### src/rtl/ps2_host_tx.sv
// PS/2 host-to-device byte transmitter: inhibits the bus, issues a request-to-send,
// shifts out data/parity/stop on device clock edges and checks the device ACK.
module ps2_host_tx #(
  parameter int INHIBIT_CYCLES = 5000,
  parameter int TIMEOUT_CYCLES = 1000000
) (
  input  logic       clk,
  input  logic       rst_n,
  input  logic       ps2k_clk,
  input  logic       ps2k_data,
  output logic       ps2k_clk_oe,
  output logic       ps2k_data_oe,
  input  logic       tx_valid,
  input  logic [7:0] tx_data,
  output logic       tx_ready,
  output logic       tx_done,
  output logic       tx_err,
  output logic       busy
);

  localparam int MAX_CYC = (INHIBIT_CYCLES > TIMEOUT_CYCLES) ? INHIBIT_CYCLES : TIMEOUT_CYCLES;
  localparam int CNT_W   = $clog2(MAX_CYC + 1);
  localparam logic [CNT_W-1:0] INH_LAST = CNT_W'(INHIBIT_CYCLES - 1);
  localparam logic [CNT_W-1:0] TO_LAST  = CNT_W'(TIMEOUT_CYCLES - 1);

  typedef enum logic [2:0] {IDLE, INHIBIT, REQ, SEND, ACK, WAIT_IDLE} state_t;

  state_t           state, state_n;
  logic             clk_r0, clk_r1, clk_r2;
  logic             data_r0, data_r1, data_r2;
  logic [7:0]       byte_q, byte_n;
  logic             par_q, par_n;
  logic [3:0]       bit_cnt, bit_n;
  logic             doe_q, doe_n;
  logic             done_q, done_n;
  logic             err_q, err_n;
  logic [CNT_W-1:0] cnt;
  logic             fall, to_hit, counting_st, tracking_st;

  always_ff @(posedge clk or negedge rst_n) begin
    if (!rst_n) begin
      clk_r0  <= 1'b1;
      clk_r1  <= 1'b1;
      clk_r2  <= 1'b1;
      data_r0 <= 1'b1;
      data_r1 <= 1'b1;
      data_r2 <= 1'b1;
    end else begin
      clk_r0  <= ps2k_clk;
      clk_r1  <= clk_r0;
      clk_r2  <= clk_r1;
      data_r0 <= ps2k_data;
      data_r1 <= data_r0;
      data_r2 <= data_r1;
    end
  end

  assign fall        = ~clk_r1 & clk_r2;
  assign counting_st = (state == INHIBIT) || (state == SEND) || (state == ACK) || (state == WAIT_IDLE);
  assign tracking_st = (state == SEND) || (state == ACK) || (state == WAIT_IDLE);
  assign to_hit      = tracking_st && (cnt == TO_LAST) && !fall;

  always_ff @(posedge clk or negedge rst_n) begin
    if (!rst_n) begin
      state   <= IDLE;
      byte_q  <= '0;
      par_q   <= 1'b0;
      bit_cnt <= '0;
      doe_q   <= 1'b0;
      done_q  <= 1'b0;
      err_q   <= 1'b0;
    end else begin
      state   <= state_n;
      byte_q  <= byte_n;
      par_q   <= par_n;
      bit_cnt <= bit_n;
      doe_q   <= doe_n;
      done_q  <= done_n;
      err_q   <= err_n;
    end
  end

  // Shared inhibit / inactivity counter: restarts on every state change and device edge.
  always_ff @(posedge clk or negedge rst_n) begin
    if (!rst_n)
      cnt <= '0;
    else if ((state_n != state) || (fall && tracking_st))
      cnt <= '0;
    else if (counting_st)
      cnt <= cnt + 1'b1;
  end

  always_comb begin
    state_n = state;
    byte_n  = byte_q;
    par_n   = par_q;
    bit_n   = bit_cnt;
    doe_n   = doe_q;
    done_n  = 1'b0;
    err_n   = 1'b0;
    unique case (state)
      IDLE: begin
        doe_n = 1'b0;
        if (tx_valid) begin
          byte_n  = tx_data;
          par_n   = ~^tx_data;
          bit_n   = '0;
          doe_n   = 1'b1;
          state_n = INHIBIT;
        end
      end
      INHIBIT: if (cnt == INH_LAST) state_n = REQ;
      REQ:     state_n = SEND;
      SEND: begin
        if (fall) begin
          bit_n = 4'(bit_cnt + 4'd1);
          if (bit_cnt < 4'd8)       doe_n = ~byte_q[bit_cnt[2:0]];
          else if (bit_cnt == 4'd8) doe_n = ~par_q;
          else                      doe_n = 1'b0;
          if (bit_cnt == 4'd9) state_n = ACK;
        end else if (to_hit) begin
          doe_n   = 1'b0;
          err_n   = 1'b1;
          state_n = IDLE;
        end
      end
      ACK: begin
        if (fall) begin
          bit_n = 4'(bit_cnt + 4'd1);
          if (data_r1) begin
            err_n   = 1'b1;
            state_n = IDLE;
          end else begin
            state_n = WAIT_IDLE;
          end
        end else if (to_hit) begin
          err_n   = 1'b1;
          state_n = IDLE;
        end
      end
      WAIT_IDLE: begin
        if (clk_r1 && data_r1) begin
          done_n  = 1'b1;
          state_n = IDLE;
        end else if (to_hit) begin
          err_n   = 1'b1;
          state_n = IDLE;
        end
      end
      default: state_n = IDLE;
    endcase
  end

  assign ps2k_clk_oe  = (state == INHIBIT) || (state == REQ);
  assign ps2k_data_oe = (state == REQ) || ((state == SEND) && doe_q);
  assign tx_ready     = (state == IDLE);
  assign busy         = (state != IDLE);
  assign tx_done      = done_q;
  assign tx_err       = err_q;

endmodule
### config.mk
export PLATFORM = sky130hd
export DESIGN_NAME = ps2_host_tx
export DESIGN_NICKNAME = d
export VERILOG_FILES = /design/src/rtl/ps2_host_tx.sv
export SDC_FILE = /design/constraint.sdc
export NUM_CORES = 1
export LEC_CHECK = 0
export ABC_AREA = 1
export ABC_CLOCK_PERIOD_IN_PS = 3500
export CORE_MARGIN = 10
export CORE_UTILIZATION = 50
export DETAILED_ROUTE_END_ITERATION = 8
export MAX_ROUTING_LAYER = met4
export PLACE_DENSITY = 0.7
export SYNTH_ARGS = -nofsm -noshare
export SYNTH_HDL_FRONTEND = slang
export SYNTH_SLANG_ARGS = --single-unit
### constraint.sdc
create_clock -name clk -period 3.5 [get_ports clk]
set_input_delay 0.35 -clock clk [delete_from_list [all_inputs] [get_ports clk]]
set_output_delay 0.35 -clock clk [all_outputs]
set_load 0.005 [all_outputs]
# Word-level counts from Yosys, hierarchy flattened
# Index checks and enable logic that the tools add are counted.
# word_totals
in_bits	13
reg_bits	44
word_cells	88
# classes
n_lt_le_gt_ge	2
n_eq_ne	13
addsub	2
reduce_logical	24
muxes	30
bitwise_logic	4
# ops
cell	count
2-to-1 mux 20 bit	2
2-to-1 mux 3 bit	8
adder 20 x 1 -> 20 bit (second input constant)	1
== test 20 x 13 -> 1 bit (second input constant)	1
== test 20 bit (second input constant)	1
one-hot mux 3 bit (6 select lines)	1
2-to-1 mux 1 bit	13
== test 4 bit (second input constant)	2
logical OR 1 bit	8
2-to-1 mux 4 bit	2
one-hot mux 4 bit (2 select lines)	1
XNOR reduction 8 bit	1
== test 3 x 2 -> 1 bit (second input constant)	2
== test 3 bit (second input constant)	2
nonzero test 2 bit	3
logical AND 1 bit	5
adder 4 x 1 -> 4 bit (second input constant)	1
< comparator 3 x 4 -> 1 bit (second input constant)	1
< comparator 4 bit (second input constant)	1
AND reduction 2 bit	2
binary-select mux 1 bit (select 3 bit)	1
== test 3 x 1 -> 1 bit (second input constant)	1
logical NOT 3 bit	1
!= test 3 bit	1
other kinds (11)	13

# Longest topological paths before layout
# Gate-level depths: netlist of run 1.
# depth
depth_word	11
ltp_mapped	14
ltp_nobuf	13

# Least setup slack after synthesis of run 1
# OpenSTA, ideal clock, no wires.
# synth_path
kind	register to register
start	register clk_r2
end	register cnt[13]
required_time_ns	3.378
setup_ns	0.122
synth_period_minus_slack_ns	1.744
slack_ns	1.756
arrival_ns	1.621
stages_incl_launch_ff	13
path_cell_list	dfstp_2 > inv_1 > or2_1 > clkbuf_2 > nor2_1 > o21ai_0 > nand2_1 > nand3_2 > nand2_1 > nand2_1 > nand3_2 > buf_6 > nor2_2
# synth_between
elab_chain_len	9
word_cells_on_any_way	13
# synth_rtl
item	line	source
from (decl)	29	logic clk_r0, clk_r1, clk_r2;
from (signal assigned)	51	clk_r2 <= clk_r1;
AND 1 bit (*)	58	assign fall = ~clk_r1 & clk_r2;
logical NOT 1 bit	61	assign to_hit = tracking_st && (cnt == TO_LAST) && !fall;
logical AND 1 bit	61	
2-to-1 mux 3 bit	121, 136, 145	
2-to-1 mux 3 bit (on tied branches)	142, 115, 128	
one-hot mux 3 bit (6 select lines) (*)	101	unique case (state)
named net state_n[0]	28	state_t state, state_n;
!= test 3 bit (*)	87	else if ((state_n != state) || (fall && tracking_st))
logical OR 1 bit (*)	87	
2-to-1 mux 20 bit or nonzero test 2 bit (tied branches)	n/a	
to (signal assigned)	90	cnt <= cnt + 1'b1;
to (decl)	37	logic [CNT_W-1:0] cnt;
# The timed path passes the listed nets; every way through them passes the cells marked *.
# A chain may end at the register's enable or synchronous reset.

# Worst setup path in the final report of run 1
# layout_path
start	register state[1]
end	register cnt[7]
# layout_between
elab_chain_len	11
word_cells_on_any_way	26
# layout_rtl
item	line	source
from (decl)	28	
from (signal assigned)	73	state <= state_n;
== test 3 x 2 -> 1 bit or == test 3 bit (tied branches)	60, 101	
logical OR 1 bit (2 in series)	60	assign tracking_st = (state == SEND) || (state == ACK) || (state == WAIT_IDLE);
logical AND 1 bit (2 in series)	61	
2-to-1 mux 3 bit	121, 136, 145	
2-to-1 mux 3 bit (on tied branches)	142, 115, 128	
one-hot mux 3 bit (6 select lines) (*)	101	
named net state_n[0]	28	
!= test 3 bit (*)	87	
logical OR 1 bit (*)	87	
2-to-1 mux 20 bit or nonzero test 2 bit (tied branches)	n/a	
# Marks and branches as above.

==> results.sh, run 1 <==
export IMPL_finalHoldViolations=0
export IMPL_io_buffer_count=18
export IMPL_r2r_slack_ns=1.29
export IMPL_layout_commonest_cell="nand2_1"
export IMPL_die_w_um=92.7
export IMPL_coreArea_um2=5110
export IMPL_worst_slew_pin_transition_ns=0.971
export IMPL_dieArea_um2=8590
export IMPL_vdd_drop_max_mv=0.215
export IMPL_cp_required_ns=3.71
export IMPL_finalCriticalPeriod_ns=2.21
export IMPL_cp_max_fo=20
export IMPL_async_flop_share_pct=100
export IMPL_hpwl_um=3870
export IMPL_setup_tns_ns=0
export IMPL_end_kind="register"
export IMPL_first_global_vias=2068
export IMPL_grt_overflow=0
export IMPL_syn_to_final_growth_pct=12.6
export IMPL_grt_first_pass_wirelength_um=9050
export IMPL_wl_per_cell_um=11.8
export IMPL_synth_nets=364
export IMPL_syn_instance_count=347
export IMPL_cts_buffer_depth=2
export IMPL_cp_start_kind="register"
export IMPL_min_path_type="primary input to asynchronous set/reset pin"
export IMPL_post_synth_top_area_cell="dfrtp_1"
export IMPL_row_count=26
export IMPL_ys_seq_elements=44
export IMPL_seq_area_frac_synth_pct=41.9
export IMPL_final_cell_mix="87 x nand2_1, 48 x inv_1, 39 x dfrtp_1"
export IMPL_synth_top_area_share_pct=36.9
export IMPL_fmax_ghz=0.453
export IMPL_powerDensity_nw_per_um2=325
export IMPL_synth_compound_area_share_pct=7.15
export IMPL_antenna_cells=0
export IMPL_nNetsFinal=382
export IMPL_vias=2138
export IMPL_insertion_delay_ns=0.30
export IMPL_routabilityCongestion=0.876
export IMPL_yosysWarnings=0
export IMPL_worstSetupPathType="register to register"
export IMPL_placed_cells=428
export IMPL_yosys_cell_types_count=35
export IMPL_viasPerCell=4.90
export IMPL_grt_max_degree=45
export IMPL_path_clk_slew_ns=0.09
export IMPL_synthAdderAreaFrac_pct=1.89
export IMPL_cts_sinks=44
export IMPL_syn_cell_area_um2=2640
export IMPL_synth_edf_count=0
export IMPL_cts_tree="built"
export IMPL_maxSlewHeadroom_pct=35.3
export IMPL_status="completed"
export IMPL_synth_ff_type="dfrtp_1"
export IMPL_setup_violations=0
export IMPL_max_cap_violations=0
export IMPL_cts_buffers=5
export IMPL_ys_top_cells_by_area="dfrtp_1 37%, nand2_1 12%, inv_1 6.8%"
export IMPL_drtIter0Drc=95
export IMPL_skew_ns=0.00732
export IMPL_worstPathArrival_ns=2.42
export IMPL_drc=0
export IMPL_layout_cells_non_filler=436
export IMPL_antenna_found_initial=0
export IMPL_syn_area_per_cell_um2=7.61
export IMPL_track_usage_pct=13.0
export IMPL_final_max_slew_viol_count=0
export IMPL_cts_hold_buf=0
export IMPL_synthXorXnorAreaFrac_pct=6.63
export IMPL_wl_um=5120
export IMPL_io_pin_count=19
export IMPL_cts_setup_buffers=0
export IMPL_hold_ws_ns=0.202
export IMPL_h_tree_depth=2
export IMPL_dieHeight_um=92.7
export IMPL_timing_final_crit_share_pct=63.1
export IMPL_p_total_w=0.000967
export IMPL_start_util_pct=51.7
export IMPL_rsz0062_at_grt="no"
export IMPL_dr_pass1_iters=5
export IMPL_p_leak_nw=1.40
export IMPL_ant_nets=0
export IMPL_cts_resized=0
export IMPL_synth_area_mux_share_pct=0.379
export IMPL_cts_root_buf="clkbuf_8"
export IMPL_synth_top_family_by_area="simple AND/OR/NAND/NOR gates"
export IMPL_drive_gt1_share_pct=13.1
export IMPL_synthSimpleGateAreaFrac_pct=32.6
where the power goes:
| part | leakage [nW] | switching (W) | internal [W] |
|---|---|---|---|
| Clock | 0.0614 | 0.000176 | 0.000233 |
| Sequential | 0.547 | 0.00000169 | 0.000513 |
| Combinational | 0.792 | 0.0000216 | 0.0000209 |
flip-flops by register name, indices dropped and copies added (netlist names), 3 cells and up:
signal   count
bit_cnt      4
cnt         20
byte_q       8
state        3
per-layer routing:
metal	vias up	track usage [%]	wire (um)
li1	1114	-	-
met1	986	16.2	2560
met2	31	20.5	2320
met3	7	2.74	172
met4	0	4.63	65
met5	-	-	0
worst max-delay path: stages, from the launching register on:
cell and delay [ns]:
dfrtp_1 0.49, nor3_2 0.35, nand2_2 0.24, nand2_1 0.13, a21oi_2 0.05, nand3_2 0.09, nand2_1 0.05, nand2_1 0.07
nand3_2 0.41, nor2_1 0.24
kinds of logic (layout without fill, tap and decap cells):
logic type | after synthesis | in the layout
AND/OR/NAND/NOR | 186 | 186
flip-flops | 44 | 44
multiplexers | 1 | 1
XOR/XNOR | 20 | 20
adder cells (fa/ha/maj) | 4 | 4
buffers and inverters | 60 | 79
AO/OA/AOI/OAI | 32 | 32
cells in the mapped netlist (4+ instances only):
cell type and number:
nand2_2 4, inv_2 5, ha_1 4, nand4_1 7, a21oi_1 6, inv_1 48, dfstp_2 5, nor3_1 5
nand2_1 87, xnor2_1 8, dfrtp_1 39, xor2_1 12, nor2_2 13, nand3_1 22, o21ai_0 15, nor2_1 37
through the flow:
step,setup WS [ns],instance area (um^2),util (%)
after global placement,1.35,2850,55.9
final,1.29,2980,58.3
after floorplan,1.76,2640,-
after detailed placement,1.27,2850,55.9
after global routing,1.01,2980,58.3
after CTS,1.24,2980,58.3
path summary, 6_finish.rpt:
check | depth (start not counted) | endpoint | start
hold reg to reg | 0 | clk_r1$_DFF_PN1_ | clk_r0$_DFF_PN1_
min in group clk | 0 | clk_r1$_DFF_PN1_ | clk_r0$_DFF_PN1_
setup reg to reg | 9 | cnt[7]$_DFFE_PN0P_ | state[1]$_DFF_PN0_
max in group asynchronous | 1 | bit_cnt[0]$_DFFE_PN0P_ | rst_n
setup / recovery | 9 | cnt[7]$_DFFE_PN0P_ | state[1]$_DFF_PN0_
hold / removal | 1 | state[1]$_DFF_PN0_ | rst_n
cell type report:
cell class / count / area (um^2)
fill: 493 / 2130
multi-input combinational: 243 / 1280
sequential: 44 / 1110
inverter: 53 / 199
timing repair buffer: 18 / 175
tap: 70 / 87.6
clock buffer: 6 / 82.6
clock inverter: 2 / 38.8
Note: power is estimated with default switching activity, not from simulation.
==> run 2, diff against run 1 <==
--- a/config.mk
+++ b/config.mk
@@ -6,7 +6,7 @@
 export NUM_CORES = 1
 export LEC_CHECK = 0
 export ABC_AREA = 1
-export ABC_CLOCK_PERIOD_IN_PS = 3500
+export ABC_CLOCK_PERIOD_IN_PS = 2050
 export CORE_MARGIN = 10
 export CORE_UTILIZATION = 50
 export DETAILED_ROUTE_END_ITERATION = 8
==> constraint.sdc (replaced) <==
create_clock -name clk -period 2.05 [get_ports clk]
set_input_delay 0.205 -clock clk [delete_from_list [all_inputs] [get_ports clk]]
set_output_delay 0.205 -clock clk [all_outputs]
set_load 0.005 [all_outputs]
==> run 2 against run 1 <==
- the flow now finishes with violations (negative hold slack)
- maximum frequency grew 15%
- worst hold slack worse by 0.22 ns
- global-route usage is 1.1 points higher
- non-clock buffer count increased by 11
- critical path type unchanged
- die area unchanged
- register-to-register slack got worse by 1.2 ns
- setup slack worse by 1.2 ns
- clock skew up 0.0049 ns
- wire length rose by 7.8%
==> results.sh, run 2 (synthesis gave the netlist of run 1 again) <==
export IMPL_comb_power_share_pct=4.7
export IMPL_p_sw_share_pct=21.8
export IMPL_dieHeight_um=92.7
export IMPL_reg_top3="cnt (20), byte_q (8), bit_cnt (4)"
export IMPL_cts_tree="built"
export IMPL_cts_root_buf="clkbuf_8"
export IMPL_io_pin_count=19
export IMPL_maxSlewHeadroom_pct=46.7
export IMPL_first_global_vias=2191
export IMPL_stdcell_area_um2=3080
export IMPL_cts_buffer_depth=2
export IMPL_status="finished, violations left"
export IMPL_p_leak_nw=1.45
export IMPL_setup_violations=0
export IMPL_largest_reg_flops=20
export IMPL_wl_per_cell_um=12.4
export IMPL_grt_first_pass_wirelength_um=9740
export IMPL_placed_area_um2=2910
export IMPL_cts_buffers=5
export IMPL_final_cell_mix="86 x nand2_1, 45 x inv_1, 37 x dfrtp_1"
export IMPL_io_buffer_count=18
export IMPL_p_seq_share_pct=53.6
export IMPL_layout_commonest_cell="nand2_1"
export IMPL_cell_internal_pwr_w=0.00128
export IMPL_insertion_delay_ns=0.30
export IMPL_grt_overflow=0
export IMPL_worst_slew_pin_transition_ns=0.800
export IMPL_rsz0062_at_grt="yes"
export IMPL_routabilityCongestion=0.920
export IMPL_drtIter0Drc=168
export IMPL_final_max_slew_viol_count=0
export IMPL_path_clk_slew_ns=0.08
export IMPL_min_path_type="primary input to asynchronous set/reset pin"
export IMPL_coreArea_um2=5110
export IMPL_viasPerCell=4.97
export IMPL_setup_slack_ns=0.122
export IMPL_setup_tns_ns=0
export IMPL_syn_to_final_growth_pct=16.8
export IMPL_max_cap_violations=0
export IMPL_h_tree_depth=2
export IMPL_fmax_ghz=0.519
export IMPL_nNetsFinal=393
export IMPL_track_usage_pct=14.1
export IMPL_cts_sinks=44
export IMPL_hold_ws_ns=-0.0147
export IMPL_cp_start_kind="register"
export IMPL_antenna_cells=0
export IMPL_p_clk_share_pct=41.7
export IMPL_start_util_pct=51.7
export IMPL_place_ws_ns=0.132
export IMPL_violations="negative hold slack"
export IMPL_cts_hold_buf=0
export IMPL_finalCriticalPeriod_ns=1.93
export IMPL_hpwl_um=4180
export IMPL_drive_gt1_share_pct=18.6
export IMPL_worstPathArrival_ns=2.11
export IMPL_die_w_um=92.7
export IMPL_end_kind="register"
export IMPL_drc=0
export IMPL_p_sw_w=0.000357
export IMPL_antenna_found_initial=0
export IMPL_timing_final_crit_share_pct=94.0
export IMPL_worstSetupPathType="register to register"
export IMPL_vdd_drop_max_mv=0.375
export IMPL_cp_required_ns=2.24
export IMPL_grt_max_degree=37
export IMPL_dr_pass1_iters=4
export IMPL_powerDensity_nw_per_um2=531
export IMPL_cp_max_fo=20
export IMPL_dieArea_um2=8590
export IMPL_ant_nets=0
export IMPL_wl_um=5520
export IMPL_vias=2223
export IMPL_max_flop_register="cnt"
export IMPL_skew_ns=0.0122
export IMPL_row_count=26
export IMPL_finalHoldViolations=28
run 2: critical path, stage by stage, from the launching register on:
cell,delay (ns)
dfrtp_1,0.49
inv_2,0.11
nand2_1,0.06
nor2_2,0.14
nand2_2,0.07
inv_1,0.07
nand4_1,0.18
a21oi_2,0.22
nand3_1,0.12
nand3_2,0.11
buf_12,0.17
nor2_1,0.06
run 2: final timing paths:
kind | start | endpoint | slack (ns) | cells past startpoint
max | cnt[13]$_DFFE_PN0P_ | cnt[0]$_DFFE_PN0P_ | 0.12 | 11
min | rst_n | cnt[13]$_DFFE_PN0P_ | -0.01 | 1
max reg2reg | cnt[13]$_DFFE_PN0P_ | cnt[0]$_DFFE_PN0P_ | 0.12 | 11
min reg2reg | clk_r0$_DFF_PN1_ | clk_r1$_DFF_PN1_ | 0.35 | 0
max in group asynchronous | rst_n | cnt[7]$_DFFE_PN0P_ | 1.46 | 2
min in group clk | ps2k_clk | clk_r0$_DFF_PN1_ | 0.31 | 1
run 2: through the flow:
step                power (W)  std cells  util (%)  hold slack, ns
floorplan            0.000924        347         -         -0.0906
global placement     0.000973        434      57.0           0.334
detailed placement   0.000975        434      57.0           0.343
CTS                   0.00166        442      59.3          0.0178
global route          0.00170        447      60.4          0.0400
finish                0.00164        447      60.4         -0.0147
run 2: routing by layer:
layer  GRT usage, %  up-vias  wire length [um]
met2           20.9       60              2450
met1           18.2     1012              2700
li1               -     1141                 -
met3           2.99       10               256
met4           5.91        0               114
met5              -        -                 0
run 2: timing repair:
| item | in CTS | in global routing |
|---|---|---|
| setup endpoints to repair | 0 | 22 |
| gates resized for setup | 0 | 11 |
| setup buffers | 0 | 5 |
run 2: power groups by stage:
stage | registers, W | clock network [W] | logic [W]
finish | 0.000879 | 0.000683 | 0.0000767
global route | 0.000880 | 0.000733 | 0.0000844
CTS | 0.000879 | 0.000700 | 0.0000792
detailed placement | 0.000896 | 0 | 0.0000790
global placement | 0.000896 | 0 | 0.0000767
floorplan | 0.000895 | 0 | 0.0000288
run 2: cell type report:
class / instances / area (um^2)
Clock buffer: 5 / 68.8
Clock inverter: 3 / 46.3
Fill cell: 490 / 2020
Inverter: 53 / 199
Multi-Input combinational cell: 243 / 1300
Sequential cell: 44 / 1110
Tap cell: 70 / 87.6
Timing Repair Buffer: 29 / 270
